File: src/rtl/dff_readout_sequencer.sv
// dff_readout_sequencer: runs one readout frame of the DFF error-count
// serializer. The frame is a capture strobe, a serializer clear, then
// NUM_CHAINS*BITS_PER_CHAIN enabled shift clocks, with the valid window
// flagged to the link. Frames start on a start_req rising edge or when the
// auto-trigger interval timer expires.
// Optional build macro READOUT_HEADER_EN inserts a 16-bit HEADER_WORD,
// sent LSB first, ahead of the payload.
module dff_readout_sequencer #(
    parameter int          NUM_CHAINS     = 20,
    parameter int          BITS_PER_CHAIN = 16,
    parameter int          INTERVAL_W     = 24,
    parameter int          SAVE_WIDTH     = 2,
    parameter logic [15:0] HEADER_WORD    = 16'hA5C3
) (
    input  logic                  data_clk,
    input  logic                  reset,
    input  logic                  start_req,
    input  logic                  auto_en,
    input  logic [INTERVAL_W-1:0] interval,
    input  logic                  overrun_clr,
    input  logic                  ser_data_in,
    output logic                  save_data,
    output logic                  ser_reset,
    output logic                  ser_clk_en,
    output logic                  tx_data,
    output logic                  frame_valid,
    output logic [8:0]            bit_index,
    output logic                  busy,
    output logic                  done,
    output logic                  overrun,
    output logic [15:0]           frame_count
);

    localparam int TOTAL = NUM_CHAINS * BITS_PER_CHAIN;
`ifdef READOUT_HEADER_EN
    localparam int HDR_LEN = 16;
`else
    localparam int HDR_LEN = 0;
`endif
    localparam int CNT_W = $clog2(TOTAL + 16);

    typedef enum logic [2:0] {
        S_IDLE,
        S_SAVE,
        S_SETTLE,
        S_HEADER,
        S_CLEAR,
        S_SHIFT,
        S_DONE
    } state_t;

    state_t                  state;
    state_t                  state_nxt;
    logic [CNT_W-1:0]        cnt;
    logic [CNT_W-1:0]        cnt_nxt;
    logic [INTERVAL_W-1:0]   timer;
    logic                    start_prev;
    logic                    start_edge;
    logic                    timer_armed;
    logic                    timer_fire;
    logic                    timer_pend;
    logic                    trigger;
    logic                    overrun_set;

    // Trigger decode. The timer "fires" on the cycle its decrement reaches 0;
    // afterwards it sits at 0 as a pending request until a frame consumes it.
    always_comb begin
        start_edge  = start_req & ~start_prev;
        timer_armed = auto_en && (interval != '0);
        timer_fire  = timer_armed && (timer == INTERVAL_W'(1));
        timer_pend  = timer_armed && (timer == '0);
        trigger     = start_edge | timer_fire | timer_pend;
        overrun_set = (state != S_IDLE) && (start_edge || timer_fire);
    end

    // Previous start_req sample for edge detection; tracks through reset so a
    // request held high across reset does not fire a frame.
    always_ff @(posedge data_clk) begin
        start_prev <= start_req;
    end

    // State register and per-state cycle counter.
    always_ff @(posedge data_clk) begin
        if (reset) begin
            state <= S_IDLE;
            cnt   <= '0;
        end else begin
            state <= state_nxt;
            cnt   <= cnt_nxt;
        end
    end

    // Next-state logic; the counter restarts at 0 on every state change.
    always_comb begin
        state_nxt = state;
        case (state)
            S_IDLE:   if (trigger) state_nxt = S_SAVE;
            S_SAVE:   if (cnt == CNT_W'(SAVE_WIDTH - 1)) state_nxt = S_SETTLE;
`ifdef READOUT_HEADER_EN
            S_SETTLE: state_nxt = S_HEADER;
            S_HEADER: if (cnt == CNT_W'(HDR_LEN - 1)) state_nxt = S_CLEAR;
`else
            S_SETTLE: state_nxt = S_CLEAR;
`endif
            S_CLEAR:  state_nxt = S_SHIFT;
            S_SHIFT:  if (cnt == CNT_W'(TOTAL - 1)) state_nxt = S_DONE;
            S_DONE:   state_nxt = S_IDLE;
            default:  state_nxt = S_IDLE;
        endcase
        if ((state_nxt != state) || (state == S_IDLE)) begin
            cnt_nxt = '0;
        end else begin
            cnt_nxt = cnt + CNT_W'(1);
        end
    end

    // Frame outputs. Serializer data lags its enabled clock by one cycle, so
    // the valid window runs from the 2nd SHIFT cycle through DONE.
    always_comb begin
        save_data   = 1'b0;
        ser_reset   = reset;
        ser_clk_en  = reset;
        frame_valid = 1'b0;
        tx_data     = 1'b0;
        bit_index   = '0;
        done        = 1'b0;
        busy        = (state != S_IDLE);
        case (state)
            S_SAVE: save_data = 1'b1;
`ifdef READOUT_HEADER_EN
            S_HEADER: begin
                frame_valid = 1'b1;
                tx_data     = HEADER_WORD[cnt[3:0]];
                bit_index   = 9'(cnt);
            end
`endif
            S_CLEAR: begin
                ser_reset  = 1'b1;
                ser_clk_en = 1'b1;
            end
            S_SHIFT: begin
                ser_clk_en = 1'b1;
                if (cnt != '0) begin
                    frame_valid = 1'b1;
                    tx_data     = ser_data_in;
                    bit_index   = 9'(HDR_LEN + int'(cnt) - 1);
                end
            end
            S_DONE: begin
                done        = 1'b1;
                frame_valid = 1'b1;
                tx_data     = ser_data_in;
                bit_index   = 9'(HDR_LEN + TOTAL - 1);
            end
            default: ;
        endcase
    end

    // Interval timer: reloads on frame start and whenever auto triggering is
    // off, otherwise counts down and holds at 0 until consumed.
    always_ff @(posedge data_clk) begin
        if (reset) begin
            timer <= interval;
        end else if (!auto_en || ((state == S_IDLE) && trigger)) begin
            timer <= interval;
        end else if (timer != '0) begin
            timer <= timer - INTERVAL_W'(1);
        end
    end

    // Sticky overrun flag; a new event wins over a simultaneous clear.
    always_ff @(posedge data_clk) begin
        if (reset) begin
            overrun <= 1'b0;
        end else if (overrun_set) begin
            overrun <= 1'b1;
        end else if (overrun_clr) begin
            overrun <= 1'b0;
        end
    end

    // Completed-frame counter, wrapping at 16 bits.
    always_ff @(posedge data_clk) begin
        if (reset) begin
            frame_count <= '0;
        end else if (state == S_DONE) begin
            frame_count <= frame_count + 16'd1;
        end
    end

endmodule

File: config.mk
export PLATFORM = sky130hd
export DESIGN_NAME = dff_readout_sequencer
export DESIGN_NICKNAME = d
export VERILOG_FILES = /design/src/rtl/dff_readout_sequencer.sv
export SDC_FILE = /design/constraint.sdc
export NUM_CORES = 1
export LEC_CHECK = 0
export CORE_UTILIZATION = 56
export DETAILED_ROUTE_END_ITERATION = 7
export HOLD_SLACK_MARGIN = 0.03
export PLACE_DENSITY = 0.84
export SKIP_CTS_REPAIR_TIMING = 1
export SLEW_MARGIN = 20
export SYNTH_ARGS = -nofsm -noshare
export SYNTH_HDL_FRONTEND = slang
export SYNTH_SLANG_ARGS = --single-unit
File: constraint.sdc
create_clock -name data_clk -period 7 [get_ports data_clk]
set_input_delay 1.05 -clock data_clk [delete_from_list [all_inputs] [get_ports data_clk]]
set_output_delay 1.05 -clock data_clk [all_outputs]
set_load 0.05 [all_outputs]
# Word level (Yosys, flattened, before mapping)

Index checks and enable logic that the tools add are counted.

Flip-flop bits (word level): 54
Input port bits: 30
Output and inout bits: 33
Word-level logic and storage cells: 61

Add/subtract/negate cells: 4
Eq/ne operators: 9
Mux-type cells: 19
Bitwise gates (word level): 4
Reduce and logical (&&, ||, !) cells: 19

Operators by type and width:

| cell                  | number |
|---|---|
| $mux 24               | 3 |
| $reduce_bool 24->1    | 2 |
| $eq 24x1->1 const B   | 1 |
| $logic_not 24->1      | 1 |
| $sub 24x1->24 const B | 1 |
| $pmux 9 s2            | 1 |
| $add 16x1->16 const B | 1 |
| $pmux 3 s5            | 1 |
| $add 9x1->9 const B   | 1 |
| $eq 3x3->1 const B    | 3 |
| $eq 9x1->1 const B    | 1 |
| $eq 9x9->1 const B    | 1 |
| $mux 3                | 3 |
| $mux 9                | 1 |
| $reduce_bool 9->1     | 1 |
| $sub 9x1->9 const B   | 1 |
| $mux 1                | 8 |
| $reduce_bool 3->1     | 2 |
| $logic_and 1x1->1     | 5 |
| $pmux 1 s2            | 2 |
| $reduce_or 2->1       | 2 |
| $eq 3x1->1 const B    | 1 |
| $eq 3x2->1 const B    | 1 |
| $logic_not 3->1       | 1 |
| other kinds (7)       | 10 |

# Longest topological paths before layout

Gate-level depths: netlist (run 1).

Word-level depth: 10
Depth in mapped cells: 8
Gate-level depth less buffers: 7

# Worst setup path after synthesis (run 1)

Ideal clock, no wire load.

Kind: reg-to-output
From: reg cnt[2]
To: out bit_index[2]
Arrival: 2.291 ns
Data required time: 5.950 ns
Setup slack: 3.659 ns
Stages on the path, launching flop included: 6
Path buffers: 1
Path through: dfxtp_1 -> clkbuf_1 -> or3_1 -> nor3_1 -> a211o_1 -> o21ai_0

Cells in the longest elaborated chain, start to end: 3
Elaborated cells between the ends (all ways): 4
Those cells by class: add/sub: 1; mux: 2; reduce/logical: 1

Ends and longest elaborated chain:

| element                                                 | RTL line | text |
|---|---|---|
| from (decl)                                             | 54       | `logic [CNT_W-1:0] cnt;` |
| from (signal assigned)                                  | 89       | `cnt <= cnt_nxt;` |
| $sub 9x1->9 / $reduce_bool 9->1 (equally long branches) | 146, 143 |  |
| $mux 9 *                                                | 143      | `if (cnt != '0) begin` |
| $pmux 9 s2 *                                            | 128      | `case (state)` |
| to (decl)                                               | 27       | `output logic [8:0] bit_index,` |

Every way passes the cells marked *; elsewhere a longest branch is shown, timed or not.

# Worst setup path in the final report (run 1)

From: in reset
To: out ser_reset

Cells in the longest elaborated chain, start to end: 1

Ends and longest elaborated chain:

| element     | RTL line | text |
|---|---|---|
| from (decl) | 16       | `input logic reset,` |
| $mux 1      | 128      |  |
| to (decl)   | 23       | `output logic ser_reset,` |

No other way between the ends.

==> metrics.csv, run 1 <==
metric,value,unit
RSZ-0062 raised after global routing,no,
GR Util All Layers,0.2397,
"Max FO, Critical Path",24,
ranking of synthesized cells by area,"edfxtp_1 (22%), dfxtp_1 (18%), mux2_4 (8.8%), xor2_1 (6.7%), xnor2_1 (6.2%)",
CTS Buf Count,5,
Worst Hold Path EP,frame_count[1],
placed inst area,3890,um2
# setup viols final,0,
DR pass1 iterations,4,
CTS tree,built,
LEAKAGE,1.486,nW
Cell Pwr Density,164.4,nW/um2
"Data arrival, critical path",3100,ps
Slew Limit Fails,0,
Syn-to-layout area delta,22.85,%
worst clock skew,8.841,ps
Avg Inst Size Synth,10.04,um2
Post-synth EDFFs,24,
Max Cap Violations,0,
worst skew pair latency,300,ps
DR iter-0 viols,148,
Post-route DRC,0,
final period utilization,0.5932,
Placer Congestion,0.8668,
num rows,27,
ys async rst share,0,
die area,6116,um2
total number of vias,2564,
Starting Density,0.5869,
Slew headroom,0.3173,
WL final,6.965,mm
Final WS setup,2848,ps
Worst R2R Path Depth,5,
Max Buffers Root-to-Sink,2,
Crit. Startpoint,reset,
antenna cells,0,
Core Region,5540,um2
ANT nets after route,0,
"Cell Count, Final, Fillers Out",456,
critical path class,in -> out,
Critical R2R Capture,timer[2],
final hold vios,0,
syn nets,362,
Worst Hold Class,reg -> reg,
Least-Margin Pin Slew,1024,ps
first-pass GRT wire length,11.63,mm
hold depth,2,
most frequent cells in the layout,"clkdlybuf4s50_1 (62), nor2_1 (41), dfxtp_1 (30), xor2_1 (25), edfxtp_1 (24)",
Nets,421,
Synth Flop Type,dfxtp_1,
CP endpoint kind,output pin,
total chip power,0.6566,mW
Yosys warning count,0,
Vias per Instance,5.623,
synth unique cells,49,
Die H,78.21,um
post-synthesis sequential area ratio,0.4063,
post-route minimum period,4152,ps
H-Tree Depth,2,
status,"finished, final reports clean",
Die Span X,78.21,um
clock root buffer,clkbuf_8,
FF-to-FF Start,timer[11],
Place WS,2706,ps
placed cell count,448,
IO Port Bufs,62,
post-route cell area,3995,um2
Critical Path RT,5950,ps
Max Clock Freq,240.8,MHz
Post-Synthesis Cell Area,3252,um2
routed length per instance,15.27,um
setup tns final,0,ps
"commonest non-fill, non-tap cell in the layout",clkdlybuf4s50_1,
R2R setup slack,3790,ps
DP HPWL,5.024,mm
Startpoint Class,input pin,
Hold Crit Start,frame_count[1],
"Clk pin slew, worst setup/hold paths",100,ps
vias in the first global route,2482,
pin count of the biggest net entering global routing,25,
Yosys top cell area share,0.2216,
Synth Instances,324,
"flops & latches, synth",54,
Peak VDD IR,117.7,uV
layout cells sized above 1,0.09896,
IO Pins,63,
CTS sink count,54,
gr ovfl total,0,
layout filler cell count,426,
leading area contributor after synthesis,edfxtp_1,
initial antenna violation count,0,
-- area by class of cell --
class	count	area, um2	area share
repair buffers	62	620.6	0.1553
clock buffers	7	96.34	0.02412
flip-flops and latches	54	1321	0.3307
multi-input cells	251	1824	0.4566
clock inverters	1	8.758	0.002192
inverters	9	33.78	0.008456
well taps	72	90.09	0.02255
-- worst max-delay path, stage by stage --
cell and delay [ps]:
clkdlybuf4s50_1 1010, o21bai_1 220, clkdlybuf4s50_1 820
-- synth_stat cells, types with 2 or more instances --
cell type and instances:
nor2_1 41, dfxtp_1 30, xor2_1 25, edfxtp_1 24
xnor2_1 23, mux2_4 19, nand2_1 19, nor3_1 16
nand3_1 13, nor4_1 11, inv_1 9, o21ai_0 9
ha_1 8, a21oi_1 7, and3_1 6, clkbuf_1 6
nand4_1 6, or3_1 6, nand2b_1 4, nor2b_1 3
or4_1 3, a31oi_1 2, and4_1 2, buf_12 2
buf_2 2, mux2_2 2, nand3b_1 2, nor3b_1 2
o31ai_1 2
-- kinds of logic after synthesis --
logic type               after synthesis  synth area share
adder cells (fa/ha/maj)                8           0.03078
buffers and inverters                 19           0.03270
flip-flops                            54            0.4063
XOR/XNOR                              48            0.1293
AND/OR/NAND/NOR                      144            0.2393
AO/OA/AOI/OAI                         29           0.06349
multiplexers                          22           0.09811
-- sequential cells by signal (all words and copies together), names as in the netlist --
name         cells
start_prev       1
frame_count     16
state            3
overrun          1
cnt              9
timer           24
-- power by group --
| part | internal [mW] | switching, mW |
|---|---|---|
| Combinational | 0.0528 | 0.0440 |
| Clock | 0.0909 | 0.103 |
| Sequential | 0.346 | 0.0199 |
-- metrics by stage --
step / utilization / hold slack [ps]
global route: 0.7211 / 544.7
detailed placement: 0.7021 / 491.0
floorplan: - / 464.0
finish: 0.7211 / 515.9
global placement: 0.7021 / 484.5
CTS: 0.7211 / 507.1
-- worst max-delay path by stage --
stage                   endpoint  slack (ps)
floorplan           bit_index[2]        3660
CTS                    ser_reset        2870
global route            timer[2]        2780
global placement        timer[9]        2740
finish                 ser_reset        2850
detailed placement     timer[16]        2710
-- layer usage --
layer / GRT usage / wire length (um) / vias up
li1: - / - / 1273
met1: 0.2956 / 3096 / 1225
met2: 0.4307 / 3511 / 59
met3: 0.04767 / 304 / 7
met4: 0.05000 / 52 / 0
met5: 0 / 0 / -
(Power assumes the default switching activity.)
==> inputs of run 2 (changes only) <==
--- a/config.mk
+++ b/config.mk
@@ -5,10 +5,10 @@
 export SDC_FILE = /design/constraint.sdc
 export NUM_CORES = 1
 export LEC_CHECK = 0
-export CORE_UTILIZATION = 56
+export CORE_UTILIZATION = 47
 export DETAILED_ROUTE_END_ITERATION = 7
 export HOLD_SLACK_MARGIN = 0.03
-export PLACE_DENSITY = 0.84
+export PLACE_DENSITY = 0.75
 export SKIP_CTS_REPAIR_TIMING = 1
 export SLEW_MARGIN = 20
 export SYNTH_ARGS = -nofsm -noshare
==> constraint.sdc (replaced) <==
create_clock -name data_clk -period 3.45 [get_ports data_clk]
set_input_delay 0.5175 -clock data_clk [delete_from_list [all_inputs] [get_ports data_clk]]
set_output_delay 0.5175 -clock data_clk [all_outputs]
set_load 0.05 [all_outputs]
==> metrics.csv, run 2 (synthesized netlist as in run 1, its figures left out) <==
metric,value,unit,change
DR iter-0 viols,123,,was 148
Startpoint Class,register,,was input pin
first-pass GRT wire length,11.61,mm,was 11.63 mm
final hold vios,0,,unchanged
initial antenna violation count,0,,unchanged
RSZ-0062 raised after global routing,no,,unchanged
multi-input logic area,1824,um2,unchanged
"Clk pin slew, worst setup/hold paths",110,ps,was 100 ps
Worst R2R Path Depth,6,,was 5
vias in the first global route,2465,,was 2482
layout filler cell count,577,,was 426
CP peak stage delay,740,ps,was 1010 ps
Seq pwr share,0.564,,was 0.557
critical path buffer and inverter count,1,,was 2
routed length per instance,14.82,um,was 15.27 um
pin count of the biggest net entering global routing,20,,was 25
Crit. path cell count,5,,was 3
largest registers,"timer x24, frame_count x16, cnt x9",,unchanged
FF+latch area,1321,um2,unchanged
setup tns final,0,ps,unchanged
hold depth,2,,unchanged
Logic pwr share,0.148,,was 0.147
Placer Congestion,0.8442,,was 0.8668
critical path class,reg -> out,,was in -> out
post-route minimum period,3252,ps,
power share of the clock group,0.288,,was 0.296
kind of cell adding the most delay to the critical path,simple AND/OR/NAND/NOR gates,,was buffers and inverters
Sw Pwr,0.3557,mW,was 0.1672 mW
most frequent cells in the layout,"clkdlybuf4s50_1 (60), nor2_1 (41), dfxtp_1 (30), xor2_1 (25), edfxtp_1 (24)",,"was clkdlybuf4s50_1 (62), nor2_1 (41), dfxtp_1 (30), xor2_1 (25), edfxtp_1 (24)"
CTS tree,built,,unchanged
Max Cap Violations,0,,unchanged
DR pass1 iterations,4,,unchanged
ANT nets after route,0,,unchanged
Max Buffers Root-to-Sink,2,,unchanged
Slew Limit Fails,0,,unchanged
IO Pins,63,,unchanged
Place WS,441.5,ps,was 2706 ps
Syn-to-layout area delta,23.89,%,was 22.85%
layout cells sized above 1,0.1082,,was 0.09896
Least-Margin Pin Slew,531.6,ps,was 1024 ps
IO Port Bufs,62,,unchanged
Hold Crit Start,frame_count[1],,unchanged
Reg with most FFs,timer,,unchanged
Starting Density,0.4979,,was 0.5869
Slew headroom,0.6423,,was 0.3173
Core Region,6531,um2,was 5540 um2
worst skew pair latency,310,ps,was 300 ps
Die Span X,85.18,um,was 78.21 um
worst clock skew,15.84,ps,was 8.841 ps
# setup viols final,0,,unchanged
"commonest non-fill, non-tap cell in the layout",clkdlybuf4s50_1,,unchanged
CP endpoint kind,output pin,,unchanged
WL final,6.890,mm,was 6.965 mm
die area,7256,um2,was 6116 um2
Final WS setup,197.6,ps,was 2848 ps
Post-route DRC,0,,unchanged
final period utilization,0.9427,,
total number of vias,2509,,was 2564
FF-to-FF Start,timer[11],,unchanged
Vias per Instance,5.396,,was 5.623
clock root buffer,clkbuf_8,,unchanged
gr ovfl total,0,,unchanged
antenna cells,0,,unchanged
Worst Hold Class,reg -> reg,,unchanged
status,"finished, final reports clean",,unchanged
LEAKAGE,1.537,nW,was 1.486 nW
num rows,29,,was 27
Cell Pwr Density,326.8,nW/um2,was 164.4 nW/um2
Nets,425,,was 421
DP HPWL,5.203,mm,was 5.024 mm
CTS sink count,54,,unchanged
CTS Buf Count,5,,unchanged
"Data arrival, critical path",2730,ps,was 3100 ps
max reg flops,24,,unchanged
Crit. Startpoint,cnt[3],,was reset
Pint,0.9608,mW,was 0.4894 mW
H-Tree Depth,2,,unchanged
critical-path cell list,or3_1 -> nor3_1 -> a211o_1 -> o21ai_0 -> clkdlybuf4s50_1,,was clkdlybuf4s50_1 -> o21bai_1 -> clkdlybuf4s50_1
Die H,85.18,um,was 78.21 um
Critical Path RT,2930,ps,was 5950 ps
worst-path cell with the longest stage delay,clkdlybuf4s50_1,,unchanged
Switching Share,0.2702,,was 0.2547
Max Clock Freq,307.5,MHz,
GR Util All Layers,0.2001,,was 0.2397
Peak VDD IR,169.7,uV,was 117.7 uV
"Max FO, Critical Path",10,,was 24
-- run 2: cell types whose count changed in the layout (fill, tap and decap cells not counted), sizes merged --
cell,before,now
clkinv,1,2
clkdlybuf4s50,62,60
dlymetal6s2s,0,2
buf,0,4
inv,9,10
clkbuf,7,5
-- run 2: power by group through the flow --
stage / sequential [mW] / clock [mW] / combinational [mW]
after floorplan: 0.743 / 0 / 0.136
after global placement: 0.754 / 0 / 0.192
after detailed placement: 0.754 / 0 / 0.197
after CTS: 0.742 / 0.390 / 0.197
after global routing: 0.747 / 0.408 / 0.213
final: 0.742 / 0.379 / 0.195
-- run 2: cell type report --
type                    instances  area share
clock buffers                   5     0.01708
clock inverters                 3    0.007143
inverters                       9    0.008385
multi-input cells             251      0.4528
flip-flops and latches         54      0.3280
well taps                      77     0.02391
repair buffers                 66      0.1627
-- run 2: tightest hold or removal path, stage by stage, from the launching register on --
cell,delay [ps]
dfxtp_1,360
nand2_1,60
a21oi_1,60
-- run 2: routing by layer --
layer  wire length (um)  global-route usage  vias up
met1               3260              0.2715     1157
met5                  0                   0        -
met2               3250              0.3365       65
li1                   -                   -     1283
met3                336             0.03599        4
met4                 43             0.03852        0
-- run 2: worst paths after layout --
check,to,slack (ps)
worst max register to register,timer[12],840
worst max-delay path,bit_index[4],200
worst min register to register,frame_count[1],510
worst min-delay path,frame_count[1],510
-- run 2: stage by stage --
stage                     power, mW  hold WS, ps  cells    util  area, um2
after floorplan              0.8788        464.0    324       -       3252
after global placement       0.9462        484.7    457  0.6011       3926
after detailed placement     0.9511        491.6    457  0.6011       3926
after CTS                     1.328        511.9    465  0.6161       4024
after global routing          1.368        545.6    465  0.6169       4029
final                         1.316        508.7    465  0.6169       4029
